==> src/rtl/coin_toss_pkg.sv <==
// Shared definitions for the coin-toss subsystem: serializer FSM encodings
// and the LFSR polynomial/seed used by the random toss source.
package coin_toss_pkg;

    // One-hot serializer states; any other encoding is treated as illegal.
    typedef enum logic [3:0] {
        ST_IDLE       = 4'b0001,
        ST_SHIFT_WORD = 4'b0010,
        ST_SHIFT_RAND = 4'b0100,
        ST_DONE       = 4'b1000
    } toss_state_e;

    // Galois mask for x^16+x^14+x^13+x^11+1, right-shifting form.
    localparam logic [15:0] LFSR_MASK    = 16'hB400;
    localparam logic [15:0] DEFAULT_SEED = 16'hACE1;

    // One step of the right-shifting Galois LFSR.
    function automatic logic [15:0] lfsr_step(input logic [15:0] v);
        return (v >> 1) ^ (v[0] ? LFSR_MASK : 16'h0000);
    endfunction

endpackage

==> src/rtl/coin_toss_serializer_if.sv <==
// Burst request / toss stream bundle between a requester and the serializer.
// Handshake: a request transfers on a rising clock edge where load_valid and
// load_ready are both high; load_ready never depends on load_valid, and the
// requester keeps load_mode/word/count stable while load_valid waits.
interface coin_toss_serializer_if #(
    parameter int WORD_W = 8,
    parameter int CNT_W  = 8
);
    logic              load_valid;
    logic              load_ready;
    logic              load_mode;
    logic [WORD_W-1:0] load_word;
    logic [CNT_W-1:0]  load_count;
    logic              sequence_out;
    logic              sequence_valid;
    logic              busy;
    logic              done;
    logic [CNT_W-1:0]  heads_count;

    modport master (
        output load_valid, load_mode, load_word, load_count,
        input  load_ready, sequence_out, sequence_valid, busy, done, heads_count
    );

    modport slave (
        input  load_valid, load_mode, load_word, load_count,
        output load_ready, sequence_out, sequence_valid, busy, done, heads_count
    );
endinterface

==> src/rtl/coin_toss_serializer_lfsr.sv <==
// 16-bit right-shifting Galois LFSR. A zero seed would lock up the register,
// so it is replaced by 16'h0001.
module coin_lfsr16
    import coin_toss_pkg::*;
(
    input  logic        clock,
    input  logic        reset,
    input  logic        advance,
    input  logic [15:0] seed,
    output logic        bit_out
);
    logic [15:0] lfsr_q, lfsr_d;
    logic [15:0] seed_eff;

    assign seed_eff = (seed == 16'h0000) ? 16'h0001 : seed;
    assign bit_out  = lfsr_q[0];

    // Step the register only when the consumer takes the current bit.
    always_comb begin
        lfsr_d = lfsr_q;
        if (advance) lfsr_d = lfsr_step(lfsr_q);
    end

    // State register; only reset reloads the seed.
    always_ff @(posedge clock or negedge reset) begin
        if (!reset) lfsr_q <= seed_eff;
        else        lfsr_q <= lfsr_d;
    end
endmodule

==> src/rtl/coin_toss_serializer.sv <==
// Coin-toss serializer: accepts a burst request and emits either a parallel
// word MSB-first or a counted run of LFSR tosses, one toss per cycle, with
// registered outputs, a done pulse and a running heads count.
module coin_toss_serializer
    import coin_toss_pkg::*;
#(
    parameter int          WORD_W    = 8,
    parameter int          CNT_W     = 8,
    parameter logic [15:0] LFSR_SEED = DEFAULT_SEED
) (
    input  logic                   clock,
    input  logic                   reset,
    coin_toss_serializer_if.slave  bus,
    output logic [3:0]             state_dbg
);
    // Remaining-toss counter must hold both WORD_W-1 and load_count-1.
    localparam int RW = (CNT_W > $clog2(WORD_W)) ? CNT_W : $clog2(WORD_W);

    toss_state_e       state_q, state_d;
    logic [WORD_W-1:0] shift_q, shift_d;
    logic [RW-1:0]     rem_q, rem_d;
    logic              seq_out_q, seq_out_d;
    logic              seq_valid_q, seq_valid_d;
    logic              done_q, done_d;
    logic [CNT_W-1:0]  heads_q, heads_d;
    logic              lfsr_advance;
    logic              lfsr_bit;

    // The LFSR steps each time one of its bits is latched into sequence_out,
    // so it advances exactly once per random toss and persists across bursts.
    coin_lfsr16 u_lfsr (
        .clock   (clock),
        .reset   (reset),
        .advance (lfsr_advance),
        .seed    (LFSR_SEED),
        .bit_out (lfsr_bit)
    );

    assign bus.load_ready     = (state_q == ST_IDLE);
    assign bus.busy           = (state_q == ST_SHIFT_WORD) || (state_q == ST_SHIFT_RAND) ||
                                (state_q == ST_DONE);
    assign bus.sequence_out   = seq_out_q;
    assign bus.sequence_valid = seq_valid_q;
    assign bus.done           = done_q;
    assign bus.heads_count    = heads_q;
    assign state_dbg          = state_q;

    // Next-state and next-output logic; each toss is staged one cycle ahead
    // so the registered outputs line up with the SHIFT states.
    always_comb begin
        state_d      = state_q;
        shift_d      = shift_q;
        rem_d        = rem_q;
        seq_out_d    = 1'b0;
        seq_valid_d  = 1'b0;
        done_d       = 1'b0;
        heads_d      = heads_q;
        lfsr_advance = 1'b0;

        // Count the head currently on the output, saturating.
        if (seq_valid_q && seq_out_q && (heads_q != '1)) heads_d = heads_q + CNT_W'(1);

        case (state_q)
            ST_IDLE: begin
                if (bus.load_valid) begin
                    heads_d = '0;
                    if (!bus.load_mode) begin
                        state_d     = ST_SHIFT_WORD;
                        seq_out_d   = bus.load_word[WORD_W-1];
                        seq_valid_d = 1'b1;
                        shift_d     = bus.load_word << 1;
                        rem_d       = RW'(WORD_W - 1);
                    end else if (bus.load_count == '0) begin
                        state_d = ST_DONE;
                        done_d  = 1'b1;
                    end else begin
                        state_d      = ST_SHIFT_RAND;
                        seq_out_d    = lfsr_bit;
                        seq_valid_d  = 1'b1;
                        lfsr_advance = 1'b1;
                        rem_d        = RW'(bus.load_count) - RW'(1);
                    end
                end
            end
            ST_SHIFT_WORD: begin
                if (rem_q == '0) begin
                    state_d = ST_DONE;
                    done_d  = 1'b1;
                end else begin
                    seq_out_d   = shift_q[WORD_W-1];
                    seq_valid_d = 1'b1;
                    shift_d     = shift_q << 1;
                    rem_d       = rem_q - RW'(1);
                end
            end
            ST_SHIFT_RAND: begin
                if (rem_q == '0) begin
                    state_d = ST_DONE;
                    done_d  = 1'b1;
                end else begin
                    seq_out_d    = lfsr_bit;
                    seq_valid_d  = 1'b1;
                    lfsr_advance = 1'b1;
                    rem_d        = rem_q - RW'(1);
                end
            end
            ST_DONE: begin
                state_d = ST_IDLE;
            end
            default: begin
                state_d = ST_IDLE;
            end
        endcase
    end

    // All serializer state, cleared asynchronously so a burst is abandoned.
    always_ff @(posedge clock or negedge reset) begin
        if (!reset) begin
            state_q     <= ST_IDLE;
            shift_q     <= '0;
            rem_q       <= '0;
            seq_out_q   <= 1'b0;
            seq_valid_q <= 1'b0;
            done_q      <= 1'b0;
            heads_q     <= '0;
        end else begin
            state_q     <= state_d;
            shift_q     <= shift_d;
            rem_q       <= rem_d;
            seq_out_q   <= seq_out_d;
            seq_valid_q <= seq_valid_d;
            done_q      <= done_d;
            heads_q     <= heads_d;
        end
    end
endmodule
==> src/flat_wrapper.sv <==
// flat-port wrapper written by rule: the top's interface ports become plain ports
module coin_toss_serializer_flat import coin_toss_pkg::*;
#(
    parameter int          WORD_W    = 8,
    parameter int          CNT_W     = 8,
    parameter logic [15:0] LFSR_SEED = DEFAULT_SEED
)
  (clock, reset, state_dbg, bus_load_valid, bus_load_mode, bus_load_word, bus_load_count, bus_load_ready, bus_sequence_out, bus_sequence_valid, bus_busy, bus_done, bus_heads_count);
  coin_toss_serializer_if #(.WORD_W(WORD_W), .CNT_W(CNT_W)) bus_i ();
  input  logic clock;
  input  logic reset;
  output logic [3:0] state_dbg;
  input wire logic [$bits(bus_i.load_valid)-1:0] bus_load_valid;
  input wire logic [$bits(bus_i.load_mode)-1:0] bus_load_mode;
  input wire logic [$bits(bus_i.load_word)-1:0] bus_load_word;
  input wire logic [$bits(bus_i.load_count)-1:0] bus_load_count;
  output wire logic [$bits(bus_i.load_ready)-1:0] bus_load_ready;
  output wire logic [$bits(bus_i.sequence_out)-1:0] bus_sequence_out;
  output wire logic [$bits(bus_i.sequence_valid)-1:0] bus_sequence_valid;
  output wire logic [$bits(bus_i.busy)-1:0] bus_busy;
  output wire logic [$bits(bus_i.done)-1:0] bus_done;
  output wire logic [$bits(bus_i.heads_count)-1:0] bus_heads_count;
  assign bus_i.load_valid = bus_load_valid;
  assign bus_i.load_mode = bus_load_mode;
  assign bus_i.load_word = bus_load_word;
  assign bus_i.load_count = bus_load_count;
  assign bus_load_ready = bus_i.load_ready;
  assign bus_sequence_out = bus_i.sequence_out;
  assign bus_sequence_valid = bus_i.sequence_valid;
  assign bus_busy = bus_i.busy;
  assign bus_done = bus_i.done;
  assign bus_heads_count = bus_i.heads_count;
  coin_toss_serializer #(.WORD_W(WORD_W), .CNT_W(CNT_W), .LFSR_SEED(LFSR_SEED)) u_core (.clock(clock), .reset(reset), .bus(bus_i), .state_dbg(state_dbg));
endmodule
==> config.mk <==
export PLATFORM = sky130hd
export DESIGN_NAME = coin_toss_serializer_flat
export DESIGN_NICKNAME = d
export VERILOG_FILES = /design/src/rtl/coin_toss_pkg.sv /design/src/rtl/coin_toss_serializer_if.sv /design/src/rtl/coin_toss_serializer_lfsr.sv /design/src/rtl/coin_toss_serializer.sv /design/src/flat_wrapper.sv
export SDC_FILE = /design/constraint.sdc
export NUM_CORES = 1
export LEC_CHECK = 0
export ABC_CLOCK_PERIOD_IN_PS = 7300
export CAP_MARGIN = 10
export CORE_MARGIN = 2
export CORE_UTILIZATION = 55
export CTS_BUF_LIST = sky130_fd_sc_hd__clkbuf_4 sky130_fd_sc_hd__clkbuf_8
export CTS_CLUSTER_SIZE = 12
export DETAILED_ROUTE_END_ITERATION = 7
export GPL_TIMING_DRIVEN = 0
export PLACE_DENSITY = 0.9
export SYNTH_ARGS = -nofsm -noshare
export SYNTH_HDL_FRONTEND = slang
export SYNTH_SLANG_ARGS = --single-unit
==> constraint.sdc <==
create_clock -name clock -period 7.3 [get_ports clock]
set_clock_uncertainty 0.1 [all_clocks]
set_input_delay 0.73 -clock clock [delete_from_list [all_inputs] [get_ports clock]]
set_output_delay 0.73 -clock clock [all_outputs]
set_load 0.03 [all_outputs]
After elaboration in Yosys (flattened, before gate mapping)
Index checks and enable logic that the tools add are counted.
W data, S select, Z words.

operators by class
  add/subtract/negate cells = 3
  eq/ne operators = 11
  mux-type cells = 37
  bitwise gates (word level) = 1
  reductions and logical operators = 12

operators by type and width
  cell                   count
  $mux W8                10
  $pmux W8 S2            2
  $logic_not A8 Y1       2
  $mux W16               1
  $mux W4                4
  $sub A8 B1 Y8 const B  2
  $xor A15 B16 Y16       1
  $mux W1                15
  $add A8 B1 Y8 const B  1
  $ne A2 B2 Y1 const B   4
  $ne A8 B8 Y1 const B   1
  $pmux W4 S2            1
  $reduce_and A4 Y1      2
  $pmux W1 S2            3
  $eq A4 B1 Y1 const B   1
  $eq A4 B2 Y1 const B   1
  $eq A4 B3 Y1 const B   1
  $eq A4 B4 Y1 const B   1
  $reduce_bool A2 Y1     2
  $ne A3 B3 Y1 const B   1
  $pmux W1 S3            1
  $logic_and A1 B1 Y1    2
  $logic_or A1 B1 Y1     2
  $ne A2 B1 Y1 const B   1
  2 further kinds        2

word-level totals
  register bits after elaboration = 47
  output and inout port bits = 17

Logic depth before layout (Yosys ltp)
Gate-level depths: netlist of run 1.

  depth after elaboration = 5
  gate-level depth with buffers = 9
  gate-level depth less buffers = 8

Least setup slack after synthesis of run 1
Ideal clock, no wire load.

  kind = reg-to-reg
  from = reg u_core.state_q[0], in the netlist u_core.state_dbg[0]
  to = reg u_core.u_lfsr.lfsr_q[14]
  arrival = 2.929 ns
  slack = 4.146 ns
  stages on the path, launching flop included = 7
  buffers on the path = 2
  period minus slack after synthesis = 3.154 ns
  path through = dfstp_2 -> nor4b_1 -> and2_1 -> buf_2 -> a32o_2 -> buf_6 -> mux2_4

between the ends
  cells in the longest elaborated chain, start to end = 2

ends and longest elaborated chain
  element                   RTL line                         RTL
  from (decl)               coin_toss_serializer.sv:19       toss_state_e state_q, state_d;
  from (signal assigned)    coin_toss_serializer.sv:127      state_q <= state_d;
  $eq A4 B1 Y1              --
  named net bus_load_ready  flat_wrapper.sv:17               output wire logic [$bits(bus_i.load_ready)-1:0] bus_load_ready;
  $pmux W1 S2               coin_toss_serializer.sv:63       case (state_q)
  to (signal assigned)      coin_toss_serializer_lfsr.sv:27  else lfsr_q <= lfsr_d;
  to (decl)                 coin_toss_serializer_lfsr.sv:12  logic [15:0] lfsr_q, lfsr_d;

The timed path passes the listed nets, and every way through them passes these cells.
A chain may end at the register's enable or synchronous reset.

Final worst setup path of run 1
  from = reg u_core.state_q[0], in the netlist u_core.state_dbg[0]
  to = out bus_load_ready

between the ends
  cells in the longest elaborated chain, start to end = 1

ends and longest elaborated chain
  element       RTL line                    RTL
  $eq A4 B1 Y1  coin_toss_serializer.sv:39  assign bus.load_ready = (state_q == ST_IDLE);
  to (decl)     flat_wrapper.sv:17

Every way passes these cells.

==> impl.org, run 1 <==
** Run status
- The run finished with clean final reports.

** Global routing
- First-pass GRT wire length :: 8.604 mm
- The number of global-route vias before repair is ~1,800.
- The total overflow left after global routing is 0.
- The number of antenna violations at the first check in global routing is 0.
- Global routing used ~22% of the available tracks across all layers.
- Maximum number of pins on one net before global-route repair :: between 40 and 50

** Clock tree
- Clock network latency to the later pin of the worst-skew pair :: 0.30 ns
- TritonCTS clock tree :: yes
- Clock-pin slew on the worst setup and hold paths :: 0.09 ns
- After clock tree synthesis, the flow added hold-fix buffers numbering 0.
- The number of clock buffers added by TritonCTS is 5.
- Post-CTS repair changed the size of 0 cells.
- The tree is rooted in a clkbuf_8.
- CTS H-tree depth :: 2
- Postcts setup bufs :: 0
- The longest clock path from root to sink contains 2 buffers.
- Number of sinks handled by clock tree synthesis :: 46

** Synth
- Most instantiated cells after synthesis :: 37 x dfrtp_1, 24 x nor2_1, 17 x o21ai_0, 15 x a21oi_1, 14 x nand2_1
- Counting flops with a built-in enable in the synthesized netlist gives 0.
- Synthesized area per cell :: about 10 um^2
- After synthesis, the cell types taking the most area are dfrtp_1 39%, dfstp_2 9.9%, mux2_4 6.9%.
- Cell count after synthesis :: around 230
- After Yosys synthesis, full adders, half adders and majority gates account for ~2.1% of the synthesized area.
- Summing the sequential cell areas from Yosys gives between 40 and 50% of the chip area.
- Measured against the total synthesized area, the mux share comes to 11.23%.
- After synthesis, the largest family of logic cells by area is simple AND/OR/NAND/NOR gates.
- Summed over its instances, the top area cell type makes up about two fifths of the synthesized netlist area.
- Yosys printed 0 warnings.
- Most used DFF post-synth :: dfrtp_1
- Flop and latch count out of synthesis :: 46
- The synthesized netlist devotes approximately 13% of its cell area to compound gates.
- Most instantiated library cell after synthesis :: dfrtp_1
- XOR/XNOR Fraction of Synth Area :: under 10%
- Yosys cell types :: 43
- Area of the mapped netlist :: 2385 um^2
- The number of nets in the synthesized netlist is around 260.
- After Yosys synthesis, and, or, nand and nor cells account for around 16% of the synthesized area.
- Async set-or-reset flop fraction in the synthesized netlist :: between 90% and 100%
- The synthesized design spends more area on one cell type than any other, namely dfrtp_1.

** Cells and area
- Number of antenna repair diodes :: 0
- Compared with the post-synthesis result, the final layout area differs by 22.77%.
- For this run, the post-layout net count is 299.
- Cells fill 71.65% of the core in the end.
- In the final layout, the share of cells above drive strength 1 is about 15%.
- Final Instance Area :: between 2000 and 3000 um^2

** Timing
- Setup repair after global routing missed its margin :: no
- Transition time of the tightest slew-check pin :: 0.9945 ns
- Adding up every negative setup slack in the final design gives 0 ns.
- The count of final hold-check violations was 0.
- Derived from the worst setup path, the maximum achievable clock frequency is approximately 330 MHz.
- Shortest clock period the worst path allows after layout :: 3.019 ns
- In this run the tightest slew margin relative to its limit is between 30% and 40%.
- Setup violation total in the final timing report :: 0
- The final max-slew violation count came to 0.
- WHS :: approximately 0.14 ns
- Final worst path period share :: between 40% and 50%

** Route
- Before antenna repair, the detailed router went through 4 iterations.
- Remaining routing DRC violations :: 0
- Post-detailed-routing wire length :: around 5.0 mm
- Once detail routing completed, the nets flagged for antenna violations numbered 0.
- Drt first-iter violations :: around 150
- The detailed router placed roughly 1,900 vias in this run.
- In the routed layout, each cell is associated on average with a via count of 5.742.
- After detailed routing, the average wire length per cell comes to 15.48 um.

** Worst setup path
- The setup check on the worst reg-to-reg path leaves a slack of ~4.7 ns.
- Sort of element at the end of the critical path :: output pin
- On the worst path, the slowest cell contributes a delay of 0.78 ns.
- At the worst endpoint, the required time is ~6.5 ns.
- At the worst endpoint, the arrival time is between 2 and 2.5 ns.
- For this design, the slowest cell found on the critical path is clkdlybuf4s50_1.
- Critical path, cell by cell :: nor4b_1 > clkdlybuf4s50_1
- Max Fanout on Critical Path :: 7
- STA classifies the critical path startpoint as a flop.
- Critical path class :: flop to output pin

** Placed design
- Detailed placement finished with a half-perimeter wire length of about 3.7 mm.
- The placed instances occupy a cell area of approximately 2800 um^2.
- Routability Congestion :: 0.8748
- During placement, the flow inserted port buffers numbering 36.

** Floorplan
- Once the floorplan was initialized, standard cells occupied between 50% and 60% of the core.
- Die span in y :: 69.85 um
- The die covers 4879 um^2.
- 37 I/O pins were placed.
- Core Area :: 4086 um^2
- Die extent in x :: 69.85 um
- After floorplanning, the core was divided into 23 placement rows.

** Pwr
- Lkg Pwr :: about 1.2 nW
- Pwr Density :: around 350 nW/um^2
- Maximum VDD drop :: 0.0001953 V

** Hold path
- The path class of the tightest hold or removal check is primary input to asynchronous set/reset pin.

** Job
- The tool flagged a number of max-cap violations equal to 0.
## stage by stage
stage               setup slack (ns)   power, W  std cells
global route                   4.171   0.001085        326
floorplan                      4.146  0.0007185        231
CTS                            4.253   0.001024        326
global placement               4.226  0.0008231        317
finish                         4.281   0.001021        326
detailed placement             4.389  0.0008492        318
## routing by layer
layer  track usage [%]  vias to the layer above  routed length [um]
met5                 0                        -                   0
met4             4.701                        0                  39
met3             5.916                        4                 287
met2             34.71                       59                2411
met1             30.49                      894                2310
li1                  -                      915                   -
## registers in the layout, summed over array words and instances (netlist names)
| signal | count |
|---|---|
| u_core.bus.sequence_out | 1 |
| u_core.shift_q | 7 |
| u_core.state_dbg | 4 |
| u_core.bus.heads_count | 8 |
| u_core.bus.done | 1 |
| u_core.rem_q | 8 |
| u_core.bus.sequence_valid | 1 |
| u_core.u_lfsr.lfsr_q | 16 |
## power breakdown
| part | switching [W] | internal [W] | total [W] |
|---|---|---|---|
| Clock | 0.0000856 | 0.0000868 | 0.000172 |
| Combinational | 0.000211 | 0.000196 | 0.000406 |
| Sequential | 0.0000753 | 0.000367 | 0.000442 |
| Total | 0.000371 | 0.000650 | 0.00102 |
## worst paths after layout
path | depth (start not counted) | end | start
setup reg to reg | 6 | u_core.shift_q[5]$_DFFE_PN0P_ | u_core.state_dbg[0]$_DFFE_PN1P_
hold / removal | 1 | u_core.rem_q[6]$_DFFE_PN0P_ | reset
min in group clock | 2 | u_core.u_lfsr.lfsr_q[15]$_DFFE_PN1P_ | u_core.u_lfsr.lfsr_q[15]$_DFFE_PN1P_
hold reg to reg | 2 | u_core.u_lfsr.lfsr_q[15]$_DFFE_PN1P_ | u_core.u_lfsr.lfsr_q[15]$_DFFE_PN1P_
max in group asynchronous | 2 | u_core.u_lfsr.lfsr_q[0]$_DFFE_PN1P_ | reset
setup / recovery | 2 | bus_load_ready | u_core.state_dbg[0]$_DFFE_PN1P_
## cell usage in the layout, fill, tap and decap left out, types with 3 or more instances in the layout
master / instances
dfrtp_1: 37
clkdlybuf4s50_1: 35
nor2_1: 24
o21ai_0: 17
a21oi_1: 15
nand2_1: 14
mux2_4: 11
inv_1: 10
dfstp_2: 9
xnor2_1: 8
mux2i_1: 8
a31oi_1: 8
nand3_1: 7
clkbuf_8: 7
nor3_1: 6
nor4b_1: 5
buf_2: 5
xor2_1: 5
ha_1: 4
nand4_1: 3
clkbuf_1: 3
nand2b_1: 3
## worst max-delay path: cells and delay by family (launching register included)
family | cells | cell delay, ns
buf+inv | 1 | 0.78
flops | 1 | 0.60
simple gates | 1 | 0.50
## layout make-up
| type | instances | area, um^2 |
|---|---|---|
| multi-input combinational | 165 | 1127 |
| clock buffer | 7 | 96.34 |
| tap | 50 | 62.56 |
| sequential | 46 | 1162 |
| clock inverter | 1 | 8.758 |
| inverter | 10 | 37.54 |
| fill | 306 | 1159 |
| timing repair buffer | 37 | 375.4 |
| buffer | 10 | 57.56 |
## cells by family (layout without fill, tap and decap cells)
| group | after synthesis | count (layout) |
|---|---|---|
| XOR/XNOR | 13 | 13 |
| multiplexers | 21 | 21 |
| buffers and inverters | 20 | 65 |
| AO/OA/AOI/OAI | 51 | 51 |
| AND/OR/NAND/NOR | 76 | 76 |
| adder cells (fa/ha/maj) | 4 | 4 |
| flip-flops | 46 | 46 |
Note: power is estimated with default switching activity, not from simulation.
==> run 2: changes to the inputs <==
--- a/config.mk
+++ b/config.mk
@@ -5,7 +5,7 @@
 export SDC_FILE = /design/constraint.sdc
 export NUM_CORES = 1
 export LEC_CHECK = 0
-export ABC_CLOCK_PERIOD_IN_PS = 7300
+export ABC_CLOCK_PERIOD_IN_PS = 2800
 export CAP_MARGIN = 10
 export CORE_MARGIN = 2
 export CORE_UTILIZATION = 55
==> constraint.sdc (replaced) <==
create_clock -name clock -period 2.8 [get_ports clock]
set_clock_uncertainty 0.1 [all_clocks]
set_input_delay 0.28 -clock clock [delete_from_list [all_inputs] [get_ports clock]]
set_output_delay 0.28 -clock clock [all_outputs]
set_load 0.03 [all_outputs]
==> impl.org, run 2 (same netlist as run 1, synthesis figures left out) <==
** Run status
- Outcome: complete, no violations (unchanged).

** Cells and area
- Register name with the most flops :: u_core.u_lfsr.lfsr_q (unchanged)
- Commonest cells after routing, fill and taps aside :: 37 x dfrtp_1, 35 x clkdlybuf4s50_1, 24 x nor2_1 (unchanged)
- The signed area change from the synthesized netlist to the final layout is 23.77% (was 22.77%).
- The commonest non-fill, non-tap cell in the layout is dfrtp_1 (unchanged).
- Number of fill cells in the layout :: 305 (was 306)
- The flip-flop count of the largest register after layout is 16 (unchanged).
- Final Instance Area :: 2952 um^2 (was 2928 um^2)
- Fraction of layout cells with a size suffix above 1 :: 15.16% (was 14.86%)
- The post-layout net count was 300 (was 299).
- The total inserted antenna cells came to 0 (unchanged).

** Worst setup path
- Cell with the biggest individual delay on the critical path :: or3b_2 (was clkdlybuf4s50_1)
- Critical path class :: flop to flop (was flop to output pin)
- The number of buffers and inverters on the critical path came to 3 (was 1).
- Crit path capture :: u_core.u_lfsr.lfsr_q[14]$_DFFE_PN0P_ (was bus_load_ready)
- Critical path, cell by cell: inv_1 > ha_1 > or3b_2 > or2_0 > buf_2 > a32o_2 > buf_6 > mux2_4 (was nor4b_1 > clkdlybuf4s50_1).
- R2r startpoint :: u_core.rem_q[0]$_DFFE_PN0P_ (was u_core.state_dbg[0]$_DFFE_PN1P_)
- Data required time at the worst endpoint :: 2.90 ns (was 6.47 ns)
- Max Fanout on Critical Path :: 10 (was 7)
- Slack of the worst reg-to-reg path :: 0.26 ns (was 4.73 ns)
- Cell count of the worst reg-to-reg path :: 8 (was 6)
- The critical path startpoint category is a flop (unchanged).
- Crit. path cell count :: 8 (was 2)
- The maximum cell stage delay along the critical path came to 0.51 ns (was 0.78 ns).
- Endpoint of the worst register-to-register path :: u_core.u_lfsr.lfsr_q[14]$_DFFE_PN0P_ (was u_core.shift_q[5]$_DFFE_PN0P_)
- CP Launch Point :: u_core.rem_q[0]$_DFFE_PN0P_ (was u_core.state_dbg[0]$_DFFE_PN1P_)
- Crit path DAT :: 2.63 ns (was 2.19 ns)
- The critical path endpoint category is a flop (was output pin).
- The top cell family by delay on the critical path was simple AND/OR/NAND/NOR gates (was buffers and inverters).

** Floorplan
- The overall die width came to 69.85 um (unchanged).
- The initial cell density of the core is 58.36% (unchanged).
- Count of pins on the block boundary :: 37 (unchanged)
- Cell Rows :: 23 (unchanged)
- The full die area was 4879 um^2 (unchanged).
- The core region area was 4086 um^2 (unchanged).
- Die span in y :: 69.85 um (unchanged)

** Clock tree
- The number of levels in the clock H-tree is 2 (unchanged).
- The count of buffers added by post-CTS timing repair for setup was 0 (unchanged).
- Quantity of gates resized following cts :: 0 (unchanged)
- The clock latency on the worst-skew pair was 0.31 ns (was 0.30 ns).
- Cell chosen for the clock root :: clkbuf_8 (unchanged)
- TritonCTS clock tree :: yes (unchanged)
- Number of sinks handled by clock tree synthesis :: 46 (unchanged)
- # hold bufs at CTS :: 1 (was 0)
- CTS Buf Count :: 5 (unchanged)
- The clock-pin slew on the worst setup and hold paths was 0.08 ns (was 0.09 ns).
- The maximum buffer depth of the clock tree is 2 (unchanged).

** Placed design
- The number of buffers added on ports came to 36 (unchanged).
- The instance area at placement came to 2829 um^2 (was 2823 um^2).
- The final HPWL from detailed placement is 3.699 mm (was 3.683 mm).
- The final weighted congestion in routability-driven placement came to 0.8720 (was 0.8748).

** Pwr
- Maximum VDD drop :: 0.0006626 V (was 0.0001953 V)
- The sequential cell fraction of total power came to 42.6% (was 43.3%).
- The portion of total power attributed to combinational logic was 39.0% (was 39.8%).
- Int Power :: 0.001740 W (was 0.0006497 W)
- The switching power as a share of total power came to 35.93% (was 36.38%).
- Pwr Density :: 920.1 nW/um^2 (was 348.8 nW/um^2)
- Part of the power in the clock network :: 18.4% (was 16.9%)
- Lkg Pwr :: 1.213 nW (was 1.202 nW)
- Switching power summed over all nets :: 0.0009758 W (was 0.0003715 W)

** Global routing
- The first-pass GRT wire length came to 8.466 mm (was 8.604 mm).
- The combined global-route utilization of all metal layers came to 21.75% (was 21.92%).
- The number of antenna violations at the first check in global routing came to 0 (unchanged).
- The number of global-route vias before repair was 1,866 (was 1,831).
- Leftover overflow at the end of global routing :: 0 (unchanged)
- Maximum number of pins on one net before global-route repair :: 44 (was 43)

** Route
- Post-route antenna net violation count :: 0 (unchanged)
- Met2 wire len :: 2.498 mm (was 2.411 mm)
- Highest routed metal layer :: met4 (unchanged)
- Total vias in the final route :: 1,894 (was 1,872)
- The total wire length is 5.046 mm (was 5.048 mm).
- Initial DRT Pass Iterations :: 4 (unchanged)
- Met1 wire length :: 2.133 mm (was 2.310 mm)
- Remaining routing DRC violations :: 0 (unchanged)
- The count of routing violations after the opening detailed-route iteration was 78 (was 149).
- The detailed route wirelength on metal3 was 328 um (was 287 um).
- Via density per instance :: 5.792 (was 5.742)
- Average detailed-routed wire length per instance :: 15.43 um (was 15.48 um)

** Job
- Number of maximum-capacitance violations :: 0 (unchanged)

** Timing
- The worst max-slew margin expressed relative to the limit was 32.47% (was 33.19%).
- The count of final hold-check violations is 0 (unchanged).
- Max Slew Vio Count :: 0 (unchanged)
- Setup repair after global routing missed its margin :: no (unchanged)
- The transition at the pin with the smallest max-transition slack is 1.005 ns (was 0.9945 ns).
- Final worst path period share :: around nine tenths
- Counting I/O delays and the setup requirement, the final critical path takes ~2.5 ns.
- The count of final setup violators was 0 (unchanged).
- Maximum clock rate :: roughly 390 MHz
- The accumulated negative setup slack came to 0 ns (unchanged).

** Hold path
- The class of the most critical hold timing path is primary input to asynchronous set/reset pin (unchanged).
==> run 2: metal layers <==
| layer | vias to the layer above | track usage [%] |
|---|---|---|
| met5 | - | 0 |
| met4 | 0 | 7.692 |
| met3 | 8 | 4.040 |
| met2 | 64 | 36.83 |
| met1 | 904 | 27.99 |
| li1 | 918 | - |
==> run 2: area by class of cell <==
class,count,area [um^2],area share (%)
flip-flops and latches,46,1162,39.38
repair buffers,38,385.4,13.06
well taps,50,62.56,2.120
plain buffers,10,57.56,1.950
inverters,10,37.54,1.272
clock inverters,3,43.79,1.484
clock buffers,5,68.82,2.331
multi-input cells,165,1134,38.41
==> run 2: worst min-delay path by stage <==
stage | from | end | slack (ns) | cells past startpoint
4_1_cts | reset | u_core.bus.heads_count[3]$_DFF_PN0_ | 0.21 | 2
5_1_grt | reset | u_core.bus.heads_count[3]$_DFF_PN0_ | 0.24 | 2
3_5_place_dp | reset | u_core.rem_q[7]$_DFFE_PN0P_ | -0.0006 | 1
3_3_place_gp | u_core.u_lfsr.lfsr_q[15]$_DFFE_PN1P_ | u_core.u_lfsr.lfsr_q[15]$_DFFE_PN1P_ | 0.38 | 2
6_report | reset | u_core.bus.heads_count[3]$_DFF_PN0_ | 0.20 | 2
2_1_floorplan | reset | u_core.bus.done$_DFF_PN0_ | -0.12 | 0
==> run 2: through the flow <==
step	util, %	cells	total power (W)	setup WS [ns]	hold WS, ns
after floorplan	-	231	0.001879	0.1492	-0.1156
after global placement	68.86	317	0.002148	0.1892	0.3804
after detailed placement	69.23	318	0.002221	0.2618	-0.0006044
after CTS	72.23	327	0.002724	0.2616	0.2099
after global routing	72.23	327	0.002873	0.1622	0.2412
final	72.23	327	0.002716	0.2608	0.2018
==> run 2: power by group through the flow <==
stage | Combinational (W) | Sequential, W | Clock [W]
4_1_cts | 0.00106 | 0.00116 | 0.000503
3_3_place_gp | 0.00100 | 0.00114 | 0
2_1_floorplan | 0.000705 | 0.00117 | 0
6_report | 0.00106 | 0.00116 | 0.000499
3_5_place_dp | 0.00106 | 0.00116 | 0
5_1_grt | 0.00116 | 0.00119 | 0.000524
==> run 3: changes to the inputs <==
--- a/config.mk
+++ b/config.mk
@@ -10,6 +10,7 @@
 export CORE_MARGIN = 2
 export CORE_UTILIZATION = 55
 export CTS_BUF_LIST = sky130_fd_sc_hd__clkbuf_4 sky130_fd_sc_hd__clkbuf_8
+export CTS_CLUSTER_DIAMETER = 150
 export CTS_CLUSTER_SIZE = 12
 export DETAILED_ROUTE_END_ITERATION = 7
 export GPL_TIMING_DRIVEN = 0
==> results of run 3 <==
Final layout, timing and power as in run 2 (identical DEF).
